--- config.mk ---
export PLATFORM = sky130hd
export DESIGN_NAME = reduceron_run_ctrl
export DESIGN_NICKNAME = d
export VERILOG_FILES = /design/src/rtl/reduceron_pkg.sv /design/src/rtl/reduceron_io_fifo.sv /design/src/rtl/reduceron_run_ctrl.sv
export SDC_FILE = /design/constraint.sdc
export NUM_CORES = 1
export LEC_CHECK = 0
export CORE_ASPECT_RATIO = 0.7
export CORE_UTILIZATION = 40
export DETAILED_ROUTE_END_ITERATION = 6
export PLACE_DENSITY_LB_ADDON = 0.08
export SYNTH_ARGS = -nofsm -noshare
export SYNTH_HDL_FRONTEND = slang
export SYNTH_SLANG_ARGS = --single-unit
--- constraint.sdc ---
create_clock -name clock -period 6.65 [get_ports clock]
set_clock_uncertainty 0.1 [all_clocks]
set_input_delay 0.665 -clock clock [delete_from_list [all_inputs] [get_ports clock]]
set_output_delay 0.665 -clock clock [all_outputs]
set_load 0.01 [all_outputs]
--- src/rtl/reduceron_pkg.sv ---
// Shared types for the Reduceron run sequencer: run states and the IO write word.
package reduceron_pkg;

  localparam int ADDR_W = 13;
  localparam int DATA_W = 13;
  localparam int TAG_W  = 3;

  typedef enum logic [1:0] {
    IDLE  = 2'd0,
    RUN   = 2'd1,
    DRAIN = 2'd2,
    DONE  = 2'd3
  } run_state_t;

  typedef struct packed {
    logic [ADDR_W-1:0] addr;
    logic [DATA_W-1:0] data;
  } io_req_t;

endpackage

--- src/rtl/reduceron_io_fifo.sv ---
// First-word fall-through FIFO for core IO writes; head is read straight from storage.
module reduceron_io_fifo #(
  parameter int DEPTH = 16,
  parameter int WIDTH = 26
) (
  input  logic                     clock,
  input  logic                     reset_n,
  input  logic                     push,
  input  logic [WIDTH-1:0]         push_data,
  input  logic                     pop,
  output logic [WIDTH-1:0]         head,
  output logic [$clog2(DEPTH):0]   count,
  output logic                     full,
  output logic                     empty
);

  localparam int PTR_W = $clog2(DEPTH);

  logic [WIDTH-1:0] mem_r [DEPTH];
  logic [PTR_W-1:0] wr_ptr_r;
  logic [PTR_W-1:0] rd_ptr_r;
  logic [PTR_W:0]   count_r;
  logic             push_ok_s;
  logic             pop_ok_s;

  assign empty     = (count_r == '0);
  assign full      = (count_r == (PTR_W+1)'(DEPTH));
  assign pop_ok_s  = pop && !empty;
  // A push into a full FIFO only lands when the head leaves in the same cycle.
  assign push_ok_s = push && (!full || pop_ok_s);
  assign head      = mem_r[rd_ptr_r];
  assign count     = count_r;

  // Pointer and occupancy tracking.
  always_ff @(posedge clock) begin
    if (!reset_n) begin
      wr_ptr_r <= '0;
      rd_ptr_r <= '0;
      count_r  <= '0;
    end else begin
      if (push_ok_s) wr_ptr_r <= wr_ptr_r + 1'b1;
      if (pop_ok_s)  rd_ptr_r <= rd_ptr_r + 1'b1;
      case ({push_ok_s, pop_ok_s})
        2'b10:   count_r <= count_r + 1'b1;
        2'b01:   count_r <= count_r - 1'b1;
        default: count_r <= count_r;
      endcase
    end
  end

  // Storage write; contents need no reset since occupancy gates visibility.
  always_ff @(posedge clock) begin
    if (push_ok_s) mem_r[wr_ptr_r] <= push_data;
  end

endmodule

--- src/rtl/reduceron_run_ctrl.sv ---
// Reduceron run sequencer: releases the core on start, stalls it on IO back-pressure,
// captures result and cycle count on finish/timeout, then drains the IO FIFO.
module reduceron_run_ctrl
  import reduceron_pkg::*;
#(
  parameter int DEPTH   = 16,
  parameter int SLACK   = 2,
  parameter int CNT_W   = 32,
  parameter int TIMEOUT = 0
) (
  input  logic              clock,
  input  logic              reset_n,
  input  logic              start,
  output logic              core_rst_n,
  output logic              core_en,
  input  logic              iowrite,
  input  logic [ADDR_W-1:0] ioaddr,
  input  logic [DATA_W-1:0] iowd,
  input  logic              finish,
  input  logic [15:0]       r,
  output logic              out_valid,
  input  logic              out_ready,
  output logic [ADDR_W-1:0] out_addr,
  output logic [DATA_W-1:0] out_data,
  output logic              busy,
  output logic              done,
  output logic [12:0]       result,
  output logic [TAG_W-1:0]  result_tag,
  output logic [CNT_W-1:0]  cycles,
  output logic              timed_out,
  output logic              overflow
);

  localparam int PTR_W = $clog2(DEPTH);
  localparam logic [PTR_W:0] EN_LIMIT = (PTR_W+1)'(DEPTH - 1 - SLACK);

  run_state_t        state_r, next_state_s;
  logic              core_rst_n_r, core_en_r, busy_r, done_r;
  logic              timed_out_r, overflow_r;
  logic [12:0]       result_r;
  logic [TAG_W-1:0]  result_tag_r;
  logic [CNT_W-1:0]  cycles_r;

  io_req_t           push_word_s, head_s;
  logic [PTR_W:0]    count_s, count_next_s;
  logic              full_s, empty_s;
  logic              push_req_s, push_ok_s, pop_s;
  logic              start_run_s, timeout_hit_s;

  assign push_word_s.addr = ioaddr;
  assign push_word_s.data = iowd;
  assign push_req_s       = (state_r == RUN) && iowrite;
  assign pop_s            = out_valid && out_ready;
  assign push_ok_s        = push_req_s && (!full_s || pop_s);
  assign start_run_s      = start && ((state_r == IDLE) || (state_r == DONE));
  assign timeout_hit_s    = (TIMEOUT != 0) && (state_r == RUN) && core_en_r &&
                            (cycles_r == CNT_W'(TIMEOUT - 1));

  reduceron_io_fifo #(
    .DEPTH (DEPTH),
    .WIDTH ($bits(io_req_t))
  ) u_io_fifo (
    .clock     (clock),
    .reset_n   (reset_n),
    .push      (push_req_s),
    .push_data (push_word_s),
    .pop       (pop_s),
    .head      (head_s),
    .count     (count_s),
    .full      (full_s),
    .empty     (empty_s)
  );

  assign out_valid = !empty_s;
  assign out_addr  = head_s.addr;
  assign out_data  = head_s.data;

  // Occupancy after this edge, so the registered stall tracks the live FIFO count.
  always_comb begin
    count_next_s = count_s;
    case ({push_ok_s, pop_s})
      2'b10:   count_next_s = count_s + 1'b1;
      2'b01:   count_next_s = count_s - 1'b1;
      default: count_next_s = count_s;
    endcase
  end

  // Run sequencing; finish takes priority over the timeout.
  always_comb begin
    next_state_s = state_r;
    case (state_r)
      IDLE, DONE: if (start) next_state_s = RUN;   else next_state_s = state_r;
      RUN:        if (finish || timeout_hit_s) next_state_s = DRAIN; else next_state_s = RUN;
      DRAIN:      if (empty_s) next_state_s = DONE; else next_state_s = DRAIN;
      default:    next_state_s = IDLE;
    endcase
  end

  // State, registered control outputs and run capture.
  always_ff @(posedge clock) begin
    if (!reset_n) begin
      state_r      <= IDLE;
      core_rst_n_r <= 1'b0;
      core_en_r    <= 1'b0;
      busy_r       <= 1'b0;
      done_r       <= 1'b0;
      result_r     <= '0;
      result_tag_r <= '0;
      cycles_r     <= '0;
      timed_out_r  <= 1'b0;
      overflow_r   <= 1'b0;
    end else begin
      state_r      <= next_state_s;
      core_rst_n_r <= (next_state_s == RUN) || (next_state_s == DRAIN);
      busy_r       <= (next_state_s == RUN) || (next_state_s == DRAIN);
      done_r       <= (next_state_s == DONE);
      core_en_r    <= (next_state_s == RUN) && (count_next_s <= EN_LIMIT);
      if (start_run_s) begin
        cycles_r     <= '0;
        result_r     <= '0;
        result_tag_r <= '0;
        timed_out_r  <= 1'b0;
        overflow_r   <= 1'b0;
      end else begin
        if ((state_r == RUN) && core_en_r && (cycles_r != '1)) cycles_r <= cycles_r + 1'b1;
        if ((state_r == RUN) && finish) begin
          result_r     <= r[15:3];
          result_tag_r <= r[2:0];
        end else if (timeout_hit_s) begin
          timed_out_r <= 1'b1;
        end
        if (push_req_s && full_s && !pop_s) overflow_r <= 1'b1;
      end
    end
  end

  assign core_rst_n = core_rst_n_r;
  assign core_en    = core_en_r;
  assign busy       = busy_r;
  assign done       = done_r;
  assign result     = result_r;
  assign result_tag = result_tag_r;
  assign cycles     = cycles_r;
  assign timed_out  = timed_out_r;
  assign overflow   = overflow_r;

endmodule

==> results.cfg <==
[clocking]
cts_tree = yes
cts_max_level = 2
cts.clk_slew.worst_paths_ns = 0.06
clkLatencyLatePin_ns = 0.55
cts.root.buffer_cell = clkbuf_16
post_cts_resized = 0
cts.sinks = 487
cts_buffer_depth = 3
cts_setup_buffers = 0
hold_buffers = 0
numCtsBuffers = 48

[flow_run]
maxCapViolCount = 0

[worst_setup_path]
worstPathRequired_ns = 5.88
setup.worst_path.end_class = output port
worst-setup-path-type = flip-flop to output port
crit_path_start_kind = flip-flop
path_max_fanout = 40
arrival_ns = 3.65

[grt]
antenna_found_initial = 2
grt_max_degree = 66
grt_use_total_pct = 18.4
grt_pass1_vias = 10199
grt_first_pass_wirelength_um = 66400
grt_overflow = 0

[detailed_routing]
drt_first_pass_iters = 7
avgViaCountPerCell = 5.48
drc = 0
drt_wl_total_um = 43700
drt-wirelength-per-cell_um = 24.1
num_vias = 9929
ant_nets = 0
dr.first_iter.drc_count = 788

[timing]
finalCritPeriodShare_pct = 66.4
slew_headroom_pct = 26.8
worst_pin_slew_ns = 1.10
fmax_ghz = 0.227
setup_tns_ns = 0
finalHoldViolCount = 0
rsz0062_at_grt = no
min_period_ns = 4.41
drv_slew = 0
final-setup-viol-count = 0
holdWs_ns = 0.357

[logic_synthesis]
synth_edf_count = 416
yosysTopAreaCell = edfxtp_1
yosys-top-cells-area = edfxtp_1 (65%), mux4_2 (15%), dfxtp_1 (7.4%)
syn_avg_cell_area_um2 = 18.8
ys_seq_area_share_pct = 72.7
netlist_instances = 1016
synth_seq_cells = 487
ys_dominant_reg_cell = edfxtp_1
synth.top_cell.area_share_pct = 65.3
syn-cell-area_um2 = 19100
synthesis.nets = 1079
ys.warnings.count = 0
async_reset_ff_share_pct = 0
yosysUniqueCellTypes = 57

[pwr]
vdd_drop_max_v = 0.000203
p_leak_uw = 0.00695
power_density_nw_per_um2 = 330

[status]
status = finished clean

[floorplanning]
ios = 129
core-area_um2 = 46800
rows = 66
die_area_um2 = 48800
start_util_pct = 40.9
fp.dieW_um = 263
die_y_um = 185

[place]
gp_congestion = 0.771
port_buffers = 127
dpl_cell_area_um2 = 21300
hpwl_um = 23900

[cells_and_area]
final_cell_mix = edfxtp_1 (416), mux4_2 (130), clkdlybuf4s50_1 (127), nand2_1 (75), dfxtp_1 (67)
fin_area_um2 = 22800
nets = 1229
post-route-util_pct = 48.6
drive_gt1_share_pct = 21.2
layout_commonest_cell = edfxtp_1
area_growth_pct = 18.9

[hold_path]
hold_class = flip-flop to flip-flop
cell type report:
type	count	area, um^2
flip-flops and latches	487	13900
clock buffers	60	1270
fillers	3879	24100
multi-input cells	459	5040
well taps	612	766
clock inverters	24	229
inverters	18	67.6
diodes	1	2.50
repair buffers	152	1470
cells in the mapped netlist, drive strengths merged (4+ instances only):
library cell / number
and2: 16
and4: 8
a31o: 4
clkbuf: 29
xnor2: 16
inv: 18
a31oi: 6
mux2i: 4
edfxtp: 416
or4: 7
nand4: 12
or3: 10
ha: 15
nor2: 31
mux4: 130
o31ai: 5
nand3: 9
nand2b: 5
nand2: 75
and3: 6
o21ai: 16
buf: 23
dfxtp: 71
nor3: 5
a21oi: 37
report_power, final:
group	internal [uW]	total, uW	switching [uW]
clock network	1500	2630	1120
logic	763	1360	595
registers	3390	3520	125
through the flow:
step | setup WS [ns] | instances | total power (uW)
final | 2.24 | 1813 | 7500
after global routing | 1.96 | 1812 | 7840
after CTS | 2.09 | 1812 | 7610
after detailed placement | 2.68 | 1728 | 4970
after global placement | 2.70 | 1728 | 4960
after floorplan | 2.78 | 1016 | 4490
state kept, by name, indices dropped and copies added (netlist names), 2 cells and up, named ones only:
register and cells:
result 13, u_io_fifo.mem_r 416, u_io_fifo.rd_ptr_r 4, state_r 2
u_io_fifo.count 5, result_tag 3, u_io_fifo.wr_ptr_r 4, cycles 32
cells by family after synthesis:
| family | Yosys count | share of synthesized area, % |
|---|---|---|
| flops | 487 | 72.7 |
| simple gates | 197 | 5.28 |
| mux | 134 | 15.5 |
| compound gates | 95 | 3.20 |
| buf+inv | 70 | 1.56 |
| xor+xnor | 17 | 0.778 |
| fa+ha+maj | 15 | 0.980 |
| other cells | 1 | 0.0196 |
critical path: stages, from the launching register on:
cell and delay, ns:
dfxtp_4 0.90, buf_4 0.58, mux4_2 0.58, mux4_2 0.51, clkdlybuf4s50_1 0.50
path summary, 6_finish.rpt:
| kind | start | cells past startpoint | end | slack, ns |
|---|---|---|---|---|
| max | flip-flop | 4 | out_addr[5] | 2.24 |
| min | result_tag[1] | 2 | result_tag[1] | 0.36 |
| max reg2reg | u_io_fifo.count[0] | 12 | core_en | 3.43 |
| min reg2reg | result_tag[1] | 2 | result_tag[1] | 0.36 |
layer usage:
layer  wire length (um)  global-route usage, %  vias up
met2              20200                   28.7      235
li1                   -                      -     4428
met5                 17                      0        -
met4                744                   4.21        2
met3               2190                   3.54       57
met1              20500                   26.8     5207
No activity file was read; power rests on OpenSTA's default activity.
